$ cat config.mk
export PLATFORM = sky130hd
export DESIGN_NAME = waiter_route_fsm
export DESIGN_NICKNAME = d
export VERILOG_FILES = /design/src/rtl/waiter_pkg.sv /design/src/rtl/waiter_route_fsm_distance_filter.sv /design/src/rtl/waiter_route_fsm.sv
export SDC_FILE = /design/constraint.sdc
export NUM_CORES = 1
export LEC_CHECK = 0
export CAP_MARGIN = 10
export CORE_MARGIN = 10
export CORE_UTILIZATION = 57
export CTS_BUF_LIST = sky130_fd_sc_hd__clkbuf_8
export CTS_CLUSTER_DIAMETER = 50
export DETAILED_ROUTE_END_ITERATION = 6
export HOLD_SLACK_MARGIN = 0.03
export PLACE_DENSITY = 0.82
export SYNTH_ARGS = -nofsm -noshare
export SYNTH_HDL_FRONTEND = slang
export SYNTH_SLANG_ARGS = --single-unit
$ cat constraint.sdc
create_clock -name clk -period 2.44 [get_ports clk]
set_input_delay 0.488 -clock clk [delete_from_list [all_inputs] [get_ports clk]]
set_output_delay 0.488 -clock clk [all_outputs]
set_load 0.03 [all_outputs]
$ cat src/rtl/waiter_pkg.sv
// waiter_pkg: shared types and constants for the waiter robot route controller.
//   state_type  - route FSM states. The encoding is also the value driven on
//                 the motor `direction` bus, so the codes are fixed explicitly.
//   TIME_FOR_2S - two seconds of travel at the 50 MHz system clock.
package waiter_pkg;

  typedef enum logic [2:0] {
    IDLE_BASE  = 3'b000,
    FORWARDS   = 3'b001,
    IDLE_TABLE = 3'b010,
    BACKWARDS  = 3'b011,
    STOP       = 3'b100
  } state_type;

  localparam int TIME_FOR_2S = 100000000;

endpackage

$ cat src/rtl/waiter_route_fsm_distance_filter.sv
// distance_filter: keeps the last DIST_DEPTH ultrasonic samples and flags
// proximity only when every one of them is at or below TOO_CLOSE, so a single
// noisy short reading cannot stop or "arrive" the robot.
//   clk, reset  - clock and synchronous active-high reset
//   dist_valid  - one-cycle strobe, distance holds a new sample
//   distance    - ultrasonic distance sample
//   too_close   - all history entries <= TOO_CLOSE (combinational from history)
module distance_filter #(
  parameter int DIST_W     = 8,
  parameter int DIST_DEPTH = 2,
  parameter int TOO_CLOSE  = 30
) (
  input  logic              clk,
  input  logic              reset,
  input  logic              dist_valid,
  input  logic [DIST_W-1:0] distance,
  output logic              too_close
);

  localparam logic [DIST_W-1:0] TOO_CLOSE_V = DIST_W'(TOO_CLOSE);

  logic [DIST_W-1:0] hist [DIST_DEPTH];

  // Reset to all-ones ("far away") so the flag starts deasserted.
  // Every strobe shifts, even if the value repeats the previous one.
  always_ff @(posedge clk) begin
    if (reset) begin
      for (int i = 0; i < DIST_DEPTH; i++) hist[i] <= '1;
    end else if (dist_valid) begin
      hist[0] <= distance;
      for (int i = 1; i < DIST_DEPTH; i++) hist[i] <= hist[i-1];
    end
  end

  always_comb begin
    too_close = 1'b1;
    for (int i = 0; i < DIST_DEPTH; i++) begin
      if (hist[i] > TOO_CLOSE_V) too_close = 1'b0;
    end
  end

endmodule

$ cat src/rtl/waiter_route_fsm.sv
// waiter_route_fsm: route controller for the waiter robot. It drives the base
// through table 1 .. NUM_TABLES and back to base, one leg per debounced
// whistle, pausing in STOP when an obstacle appears before MIN_TRAVEL cycles.
//   clk, reset          - clock and synchronous active-high reset
//   dist_valid          - one-cycle strobe for a new ultrasonic sample
//   distance            - ultrasonic distance
//   frequency_input     - dominant FFT frequency bin
//   threshold_frequency - whistle threshold (zero-extended)
//   direction           - current state register, fed to the motors
//   table_idx           - tables reached on this trip
//   too_close           - filtered proximity flag
//   stopped             - high while in STOP
//
// Handshake: dist_valid is a strobe with no back-pressure; each cycle it is
// high, distance is consumed on that clock edge.
module waiter_route_fsm
  import waiter_pkg::*;
#(
  parameter int DIST_W     = 8,
  parameter int FREQ_W     = 10,
  parameter int THR_W      = 5,
  parameter int TOO_CLOSE  = 30,
  parameter int DIST_DEPTH = 2,
  parameter int FREQ_HOLD  = 4,
  parameter int MIN_TRAVEL = TIME_FOR_2S,
  parameter int NUM_TABLES = 2,
  parameter int IDX_W      = $clog2(NUM_TABLES + 1)
) (
  input  logic              clk,
  input  logic              reset,
  input  logic              dist_valid,
  input  logic [DIST_W-1:0] distance,
  input  logic [FREQ_W-1:0] frequency_input,
  input  logic [THR_W-1:0]  threshold_frequency,
  output logic [2:0]        direction,
  output logic [IDX_W-1:0]  table_idx,
  output logic              too_close,
  output logic              stopped
);

  localparam int FCNT_W = $clog2(FREQ_HOLD + 1);
  localparam int TMR_W  = (MIN_TRAVEL > 0) ? $clog2(MIN_TRAVEL + 1) : 1;
  localparam logic [FCNT_W-1:0] FREQ_HOLD_V  = FCNT_W'(FREQ_HOLD);
  localparam logic [TMR_W-1:0]  MIN_TRAVEL_V = TMR_W'(MIN_TRAVEL);
  localparam logic [IDX_W-1:0]  NUM_TABLES_V = IDX_W'(NUM_TABLES);

  state_type          state_q, state_d;
  state_type          saved_q, saved_d;
  logic [IDX_W-1:0]   idx_q, idx_d;
  logic [FCNT_W-1:0]  freq_cnt;
  logic               arm;
  logic [TMR_W-1:0]   timer;
  logic [FREQ_W-1:0]  thr_ext;
  logic               above;
  logic               trigger;
  logic               trigger_taken;
  logic               arrived;

  distance_filter #(
    .DIST_W     (DIST_W),
    .DIST_DEPTH (DIST_DEPTH),
    .TOO_CLOSE  (TOO_CLOSE)
  ) u_filter (
    .clk        (clk),
    .reset      (reset),
    .dist_valid (dist_valid),
    .distance   (distance),
    .too_close  (too_close)
  );

  assign thr_ext = FREQ_W'(threshold_frequency);
  assign above   = frequency_input > thr_ext;
  assign trigger = (freq_cnt == FREQ_HOLD_V) && arm;
  assign arrived = too_close && (timer >= MIN_TRAVEL_V);

  // Whistle debounce. arm drops when a whistle is consumed and only comes
  // back once the tone goes away, so one long whistle moves exactly one leg.
  always_ff @(posedge clk) begin
    if (reset) begin
      freq_cnt <= '0;
      arm      <= 1'b1;
    end else begin
      if (trigger_taken)            freq_cnt <= '0;
      else if (!above)              freq_cnt <= '0;
      else if (freq_cnt != FREQ_HOLD_V) freq_cnt <= freq_cnt + FCNT_W'(1);

      if (trigger_taken) arm <= 1'b0;
      else if (!above)   arm <= 1'b1;
    end
  end

  // Travel timer: runs while moving, freezes during an obstacle pause so the
  // leg resumes where it left off, and clears while parked.
  always_ff @(posedge clk) begin
    if (reset) begin
      timer <= '0;
    end else begin
      case (state_q)
        FORWARDS, BACKWARDS: if (timer != MIN_TRAVEL_V) timer <= timer + TMR_W'(1);
        STOP:                timer <= timer;
        default:             timer <= '0;
      endcase
    end
  end

  always_ff @(posedge clk) begin
    if (reset) begin
      state_q <= IDLE_BASE;
      saved_q <= FORWARDS;
      idx_q   <= '0;
    end else begin
      state_q <= state_d;
      saved_q <= saved_d;
      idx_q   <= idx_d;
    end
  end

  always_comb begin
    state_d       = state_q;
    saved_d       = saved_q;
    idx_d         = idx_q;
    trigger_taken = 1'b0;
    case (state_q)
      IDLE_BASE: begin
        if (trigger) begin
          state_d       = FORWARDS;
          trigger_taken = 1'b1;
        end
      end
      IDLE_TABLE: begin
        if (trigger) begin
          trigger_taken = 1'b1;
          state_d       = (idx_q < NUM_TABLES_V) ? FORWARDS : BACKWARDS;
        end
      end
      FORWARDS: begin
        if (arrived) begin
          state_d = IDLE_TABLE;
          idx_d   = idx_q + IDX_W'(1);
        end else if (too_close) begin
          state_d = STOP;
          saved_d = FORWARDS;
        end
      end
      BACKWARDS: begin
        if (arrived) begin
          state_d = IDLE_BASE;
          idx_d   = '0;
        end else if (too_close) begin
          state_d = STOP;
          saved_d = BACKWARDS;
        end
      end
      STOP: begin
        if (!too_close) state_d = saved_q;
      end
      default: state_d = IDLE_BASE;
    endcase
  end

  assign direction = state_q;
  assign table_idx = idx_q;
  assign stopped   = (state_q == STOP);

endmodule

# == After elaboration in Yosys (flattened, before gate mapping) ==
# Memories as Yosys holds them, arrays and structs flattened.
# Index checks and enable logic that the tools add are counted.
# op_classes
addsub,3
magnitude_cmp,5
n_eq_ne,18
n_mux,31
bitwise_logic,4
n_reduce_logical,11
# ops
op,n
case mux 27 bit (2 select lines),1
2-to-1 mux 3 bit,10
adder 27 x 1 -> 27 bit (second input constant),1
greater-or-equal comparator 27 bit (second input constant),1
2-to-1 mux 27 bit,1
!= test 27 bit (second input constant),1
!= test 2 bit (second input constant),10
greater-than comparator 8 x 5 -> 1 bit (second input constant),2
2-to-1 mux 8 bit,2
case mux 3 bit (5 select lines),1
2-to-1 mux 1 bit,11
greater-than comparator 10 x 5 -> 1 bit,1
== test 3 x 2 -> 1 bit (second input constant),2
== test 3 bit (second input constant),2
2-to-1 mux 2 bit,3
case mux 3 bit (2 select lines),1
AND reduction 3 bit,2
AND reduction 5 bit,1
case mux 2 bit (2 select lines),1
OR reduction 2 bit,2
adder 3 x 1 -> 3 bit (second input constant),1
== test 3 x 1 -> 1 bit (second input constant),1
zero test 3 bit,1
!= test 3 bit (second input constant),1
other kinds (9),12
# totals
ff_bits,39
ramBits,16
inputBits,26
output_inout_bits,7
wordCells,79
memories,1
# memory_table
memory,words,width,read_ports,rd_clocked_by_memory_dff,wr,line_no,source
u_filter.hist,2,8,2,0,2,waiter_route_fsm_distance_filter.sv:22,logic [DIST_W-1:0] hist [DIST_DEPTH];

# == Longest topological paths before layout ==
# Gate-level depths: netlist (run 1).
# An unclocked memory read counts as a cell.
# logic_depth
depth_word,7
depth_mapped,8
mapped_depth_nobuf,8

# == By module ==
# A second synthesis (run 1) with hierarchy kept.
# hier_totals
hier_cells,288
hier_area_um2,2722.6
# by_module_without_submodules
mod,instances,cells_per_inst,area_per_inst_um2,seq_area_each_um2
waiter_route_fsm,1,246,2072.0,740.7
distance_filter,1,42,650.6,480.5

# == Least setup slack after synthesis (run 1) ==
# Ideal clock, no wire load.
# synth_path
kind,register to register
start,"reg state_q[0], in the netlist direction[0]"
end,reg timer[21]
setup_time_ns,0.128
arrival_time_ns,2.034
required_ns,2.312
setup_slack_ns,0.278
path_stages_with_launch,9
path_buffers,0
period_less_slack_ns,2.162
path_cell_list,dfxtp_1 > nor2_1 > nand2_2 > inv_2 > or3_4 > nor4_4 > nand3_1 > xor2_1 > nor2_1
# synth_via
word_cells_on_any_way,8
classes_between,4 x eq/ne; 1 x mux; 1 x bitwise; 2 x reduce/logical
# synth_lines
item,line_no,source
"start, declared",waiter_route_fsm.sv:47,"state_type state_q, state_d;"
"start signal, assigned",waiter_route_fsm.sv:112,state_q <= state_d;
== test 3 bit (*),n/a,
net stopped,waiter_route_fsm.sv:38,output logic stopped
NOT 1 bit (no source line),n/a,
AND reduction 2 bit (no source line),n/a,
"end signal, assigned",waiter_route_fsm.sv:99,"FORWARDS, BACKWARDS: if (timer != MIN_TRAVEL_V) timer <= timer + TMR_W'(1);"
"end signal, assigned",waiter_route_fsm.sv:100,STOP: timer <= timer;
"end, declared",waiter_route_fsm.sv:52,logic [TMR_W-1:0] timer;
# The timed path passes the listed nets; every way through them passes the cells marked *.
# A chain may end at the register's enable or synchronous reset.

==> results of run 1 <==
## metal layers
layer,up-vias,track usage [%]
li1,1087,-
met1,957,17.47
met2,33,23.68
met3,8,4.550
met4,0,4.422
met5,-,0
## registers in the layout (all words and copies together), names as in the netlist
register and flops:
table_idx 2, u_filter.hist 16, arm 1, direction 3, timer 27, freq_cnt 3, saved_q 1
## through the flow
step / util [%] / setup slack [ps] / cells / instance area, um2 / hold WS, ps
after floorplan: - / 278.2 / 284 / 2643 / 460.2
final: 71.85 / 148.2 / 378 / 3172 / 507.6
after global placement: 69.30 / 146.8 / 370 / 3059 / 472.7
after global routing: 71.85 / 32.67 / 378 / 3172 / 540.4
after detailed placement: 69.30 / 93.85 / 370 / 3059 / 490.3
after CTS: 71.80 / 18.94 / 378 / 3169 / 512.5
## placed cells by master (no fill, tap or decap), drive strengths merged, types with 2 or more instances in the layout
| cell | synthesis | final |
|---|---|---|
| nand2b | 17 | 17 |
| mux2i | 2 | 2 |
| nor3 | 7 | 7 |
| nand4 | 8 | 8 |
| and2 | 2 | 2 |
| nor4b | 2 | 2 |
| xnor2 | 6 | 6 |
| and3 | 4 | 4 |
| nand2 | 20 | 20 |
| a211oi | 2 | 2 |
| o21ai | 5 | 5 |
| o311a | 2 | 2 |
| a21oi | 11 | 11 |
| clkdlybuf4s50 | 0 | 30 |
| edfxtp | 16 | 16 |
| dfxtp | 37 | 37 |
| nor2b | 3 | 3 |
| clkbuf | 5 | 5 |
| nand3 | 17 | 17 |
| ha | 9 | 9 |
| inv | 14 | 14 |
| a31oi | 2 | 2 |
| xor2 | 16 | 16 |
| nor4 | 9 | 9 |
| buf | 0 | 8 |
| or3 | 3 | 3 |
| or2 | 3 | 3 |
| nor2 | 43 | 43 |
## worst reg2reg max path: stages, from the launching register on
cell and delay [ps]:
dfxtp_1 450, nor2_1 120, nand2_2 160, inv_2 120, or3_4 420, nor4_4 440, nand3_1 150, xor2_1 150
nor2_1 50
## logic make-up after synthesis
group                    synth area share [%]
buffers and inverters                   2.699
AO/OA/AOI/OAI                           8.855
AND/OR/NAND/NOR                         29.93
flip-flops                              46.21
multiplexers                           0.7576
XOR/XNOR                                7.291
adder cells (fa/ha/maj)                 4.261
## cell usage after synthesis, types with 2 or more instances
cell,n,area [um2]
a211oi_1,2,15.01
a21oi_1,10,50.05
a31oi_1,2,12.51
and3_1,3,18.77
clkbuf_1,5,18.77
dfxtp_1,37,740.7
edfxtp_1,16,480.5
ha_1,9,112.6
inv_1,13,48.80
mux2i_1,2,20.02
nand2_1,19,71.32
nand2b_1,17,106.4
nand3_1,17,85.08
nand4_1,8,50.05
nor2_1,43,161.4
nor2b_1,3,18.77
nor3_1,7,35.03
nor4_1,6,37.54
nor4_2,2,25.02
nor4b_1,2,17.52
o21ai_0,5,25.02
or2_2,3,18.77
or3_1,2,12.51
xnor2_1,6,52.55
xor2_1,16,140.1
## what timing repair did
action,in CTS,in global routing
endpoints found under the hold margin,0,0
gates resized for setup,0,1
endpoints found under the setup margin,0,1
## final timing paths
kind / start / end / cells after the start
worst min-delay path: saved_q[1]$_SDFFE_PP0P_ / saved_q[1]$_SDFFE_PP0P_ / 2
worst max register to register: direction[0]$_SDFFE_PP0P_ / timer[21]$_SDFFE_PP0P_ / 8
worst min register to register: saved_q[1]$_SDFFE_PP0P_ / saved_q[1]$_SDFFE_PP0P_ / 2
worst max-delay path: u_filter.hist[0][15]$_SDFFCE_PN1P_ / too_close / 5
## power groups by stage
stage	Combinational, mW	Sequential (mW)	Clock (mW)
after floorplan	0.0896	0.974	0
after global placement	0.151	0.976	0
after detailed placement	0.157	0.977	0
after CTS	0.158	0.956	0.583
after global routing	0.178	0.962	0.610
final	0.156	0.957	0.574
## layout make-up
type	count	area [um2]	area share [%]
multi-input combinational	212	1350	42.56
sequential	53	1221	38.50
timing repair buffer	39	372.9	11.76
clock buffer	5	68.82	2.170
tap	52	65.06	2.051
inverter	14	52.55	1.657
clock inverter	3	41.29	1.302
==> results.toml, run 1 <==
[clock_tree]
cts.reportedPaths.clkPinSlew_ps = 90
tritoncts = "done"
cts.repair_timing.setup_buffer_count = 0
cts_htree_levels = 2
clk_latency_ps = 300
tritoncts_num_sinks = 53
cts_hold_buf = 0
tritoncts.num_buffers = 5
cts.root.buffer_cell = "clkbuf_8"
clock_path_buffers = 2

[place]
gp_routability_congestion = 0.7606
buffer_ports.inserted = 32
hpwl_um = 3956

[logic_synthesis]
syn-num-nets = 319
synth.lib_cells_used.distinct = 54
syn-instance-count = 284
synth-seq-area-share_pct = 46.21
postSynthRegisterBits = 53
post_synth_instance_area_mm2 = 0.002643
edff_count_synth = 16
syn-mean-instance-area_um2 = 9.305
main_synth_ff_type = "dfxtp_1"
number_of_warnings_printed_during_yosys_synthesis = 0
async_reset_ff_share_pct = 0

[power_and_ir_drop]
internal-power_mw = 1.324
worst_ir_drop_vdd_mv = 0.3752
p_sw_mw = 0.3616
sequentialPowerShare_pct = 56.7
share_comb_of_total_power_pct = 9.2
pwr-share-clk_pct = 34.0
p_per_area_mw_per_mm2 = 531.5
power_mw = 1.686
cellLeakagePower_nw = 1.107
sw_frac_of_total_pct = 21.45

[routing]
drc = 0
ant_nets = 0
post_drt_via_cell_ratio = 5.516
drt-pass1-iter-count = 4
detailroute.wirelength.met3_um = 250
postRouteWirelength_um = 5155
dr_wl_met2_um = 2425
met1_length_um = 2395
routed.top_layer = "met4"
drc_violation_total_after_the_first_tritonroute_iteration = 89
routedWlPerCell_um = 13.64
route.vias.total = 2085

[run_status]
outcome = "complete, no violations"

[critical_path]
crit_path_dat_ps = 1800
timing.critical_path.slowest_cell_delay_ps = 370
timing.reg2reg.setup_slack_ps = 280
cp_slowest_cell = "or2_2"
crit_chain = "nor4_1 -> o211ai_1 -> or2_2 -> inv_1 -> buf_4"
worstPathMaxFanout = 5
crit_buf_inv = 2
critPathKind = "flip-flop to output pin"
setup.worst_path.end_class = "output pin"
setup.worst_path.start_class = "flip-flop"
path_delay_family = "simple AND/OR/NAND/NOR gates"
timing.critical_path.required_ps = 1950

[sta]
max_clock_freq_mhz = 436.3
max_slew.worst_pin.slew_ps = 525.8
hold_violations = 0
timing.final.crit_share_pct = 93.93
finalCriticalPeriod_ps = 2292
drv_slew = 0
worst_slew_margin_rel_pct = 64.45
grt_setup_unrepaired = "false"
finalClockSkew_ps = 5.858
fin_tns_setup_ps = 0
final-setup-viol-count = 0

[floorplanning]
boundaryPins = 33
num_rows = 24
floorplan.die_area_mm2 = 0.007760
initial_utilization_pct = 59.86
die_height_um = 88.09
placeableCoreArea_mm2 = 0.004414
die_x_um = 88.09

[layout]
filler_cell_count = 331
synthToLayoutAreaGrowth_pct = 20.03
num-nets-final = 360
antenna-diode-count = 0
drive_above_1_share_pct = 9.816

[global_route]
grt_use_total_pct = 14.36
number_of_antenna_violations_at_the_first_check_in_global_routing = 0
first_global_vias = 2085
grt_first_pass_wirelength_um = 9211
globalRouteOverflowTotal = 0
grt_max_degree = 23

[min_path]
hold_path.class = "flip-flop to flip-flop"

[run]
max-cap-violations = 0
No activity file was read; power rests on OpenSTA's default activity.
==> run 2, diff against run 1 <==
--- a/config.mk
+++ b/config.mk
@@ -6,13 +6,15 @@
 export NUM_CORES = 1
 export LEC_CHECK = 0
 export CAP_MARGIN = 10
+export CELL_PAD_IN_SITES_DETAIL_PLACEMENT = 2
+export CELL_PAD_IN_SITES_GLOBAL_PLACEMENT = 2
 export CORE_MARGIN = 10
-export CORE_UTILIZATION = 57
+export CORE_UTILIZATION = 36
 export CTS_BUF_LIST = sky130_fd_sc_hd__clkbuf_8
 export CTS_CLUSTER_DIAMETER = 50
 export DETAILED_ROUTE_END_ITERATION = 6
 export HOLD_SLACK_MARGIN = 0.03
-export PLACE_DENSITY = 0.82
+export PLACE_DENSITY_LB_ADDON = 0.1
 export SYNTH_ARGS = -nofsm -noshare
 export SYNTH_HDL_FRONTEND = slang
 export SYNTH_SLANG_ARGS = --single-unit
==> results.toml, run 2 (synthesis results as in run 1) <==
[sta]
timing.final.crit_share_pct = 94.03
finalCriticalPeriod_ps = 2294
final-setup-viol-count = 0
hold-worst-slack_ps = 533.0
hold_violations = 0
fin_tns_setup_ps = 0
worst_slew_margin_rel_pct = 66.16
grt_setup_unrepaired = "false"
max_clock_freq_mhz = 435.8
drv_slew = 0
finalClockSkew_ps = 8.016
max_slew.worst_pin.slew_ps = 503.7

[global_route]
grtUsageMet1_pct = 16.23
first_global_vias = 2478
number_of_antenna_violations_at_the_first_check_in_global_routing = 0
grtUsageMet2_pct = 22.70
grt_util_met3_pct = 3.045
most_used_layer_global_route = "met2"
globalRouteOverflowTotal = 0
grt_first_pass_wirelength_um = 12320
grt_use_total_pct = 13.23
grt_max_degree = 23

[routing]
route.vias.total = 2222
ant_nets = 0
routedWlPerCell_um = 16.50
drc = 0
drt-pass1-iter-count = 4
postRouteWirelength_um = 7110
drc_violation_total_after_the_first_tritonroute_iteration = 73
post_drt_via_cell_ratio = 5.155

[floorplanning]
die_x_um = 105.7
boundaryPins = 33
num_rows = 31
initial_utilization_pct = 36.83
floorplan.die_area_mm2 = 0.01117
die_height_um = 105.7
placeableCoreArea_mm2 = 0.007176

[power_and_ir_drop]
worst_ir_drop_vdd_mv = 0.2507
cellLeakagePower_nw = 1.134
p_per_area_mw_per_mm2 = 557.5

[clock_tree]
cts_htree_levels = 2
tritoncts_num_sinks = 53
cts.root.buffer_cell = "clkbuf_8"
tritoncts = "done"
tritoncts.num_buffers = 5
cts.reportedPaths.clkPinSlew_ps = 100
clock_path_buffers = 2
cts.repair_timing.setup_buffer_count = 0
clk_latency_ps = 310

[run]
max-cap-violations = 0

[critical_path]
critPathKind = "flip-flop to output pin"
worst_case_reg_to_reg_path_depth = 8
worst_r2r_endpoint = "timer[26]$_SDFFE_PP0P_"
timing.critical_path.required_ps = 1950
setup.worst_path.start_class = "flip-flop"
path_delay_family = "simple AND/OR/NAND/NOR gates"
setup.worst_path.end_class = "output pin"
worstPathMaxFanout = 5
crit_path_start = "u_filter.hist[0][15]$_SDFFCE_PN1P_"
cp_slowest_cell = "edfxtp_1"
timing.reg2reg.setup_slack_ps = 310
crit_buf_inv = 2
setup.worst_path.end = "too_close"
crit_path_dat_ps = 1810
crit_chain = "nor4_2 -> o211ai_1 -> or2_2 -> inv_2 -> buf_4"
timing.critical_path.depth = 5
timing.critical_path.slowest_cell_delay_ps = 410
worst_r2r_startpoint = "timer[0]$_SDFFE_PP0P_"

[layout]
top_regs = "timer x27, u_filter.hist x16"
antenna-diode-count = 0
top_register = "timer"
filler_cell_count = 790
layout_common_cells = "nor2_1, dfxtp_1, clkdlybuf4s50_1"
num-nets-final = 366
regArea_mm2 = 0.001221
synthToLayoutAreaGrowth_pct = 25.14
drive_above_1_share_pct = 12.35
final_common_cell = "nor2_1"
flip_flop_count_of_the_largest_register_all_copies_and_words_added = 27
multi_input_area_mm2 = 0.001356

[place]
gp_routability_congestion = 0.7096
hpwl_um = 5435
buffer_ports.inserted = 32

[min_path]
hold_path.class = "flip-flop to flip-flop"

[run_status]
outcome = "complete, no violations"
-- run 2: area by class of cell --
type / count / share of cell area (%)
Multi-Input combinational cell: 212 / 41.01
Sequential cell: 53 / 36.93
Timing Repair Buffer: 45 / 12.56
Tap cell: 99 / 3.746
Clock buffer: 5 / 2.081
Clock inverter: 3 / 2.081
Inverter: 14 / 1.589
-- run 2: routing by layer --
| layer | wire (um) | part of all wire [%] |
|---|---|---|
| met5 | 0 | 0 |
| met1 | 3294 | 46 |
| met2 | 3511 | 49 |
| met4 | 75 | 1.1 |
| met3 | 228 | 3.2 |
-- run 2: worst reg2reg max path: stages, from the launching register on --
cell and delay [ps]:
dfxtp_1 410, inv_1 70, ha_1 200, nor4bb_1 120, and4b_2 230, and2_2 220
nor2_1 330, a41oi_1 200, a311oi_1 270
-- run 2: worst min path at each step --
stage                       startpoint                      end  cells after the start  slack (ps)
3_3_place_gp   saved_q[1]$_SDFFE_PP0P_  saved_q[1]$_SDFFE_PP0P_                      2         470
4_1_cts         timer[24]$_SDFFE_PP0P_   timer[24]$_SDFFE_PP0P_                      2         540
3_5_place_dp    timer[24]$_SDFFE_PP0P_   timer[24]$_SDFFE_PP0P_                      2         510
5_1_grt               arm$_SDFFE_PP1P_         arm$_SDFFE_PP1P_                      1         570
6_report        timer[24]$_SDFFE_PP0P_   timer[24]$_SDFFE_PP0P_                      2         530
2_1_floorplan  saved_q[1]$_SDFFE_PP0P_  saved_q[1]$_SDFFE_PP0P_                      2         460
-- run 2: through the flow --
step	utilization, %	instances	power [mW]	instance area, um2	worst slack [ps]
floorplan	-	284	1.064	2643	278.2
global placement	44.08	423	1.136	3163	122.0
detailed placement	44.08	423	1.149	3163	45.91
CTS	46.00	431	1.865	3301	57.66
global route	46.09	431	1.927	3307	37.81
finish	46.09	431	1.844	3307	145.6
-- run 2: what timing repair did --
action | 4_1_cts | 5_1_grt
hold buffers | 0 | 0
endpoints found under the setup margin | 0 | 1
resized for setup | 0 | 2
-- run 2: power by group --
part	switching (mW)	total, mW	internal [mW]	leakage, nW
clock	0.305	0.718	0.413	0.0687
combinational	0.0806	0.167	0.0865	0.624
sequential	0.0204	0.958	0.938	0.441
total	0.406	1.84	1.44	1.13
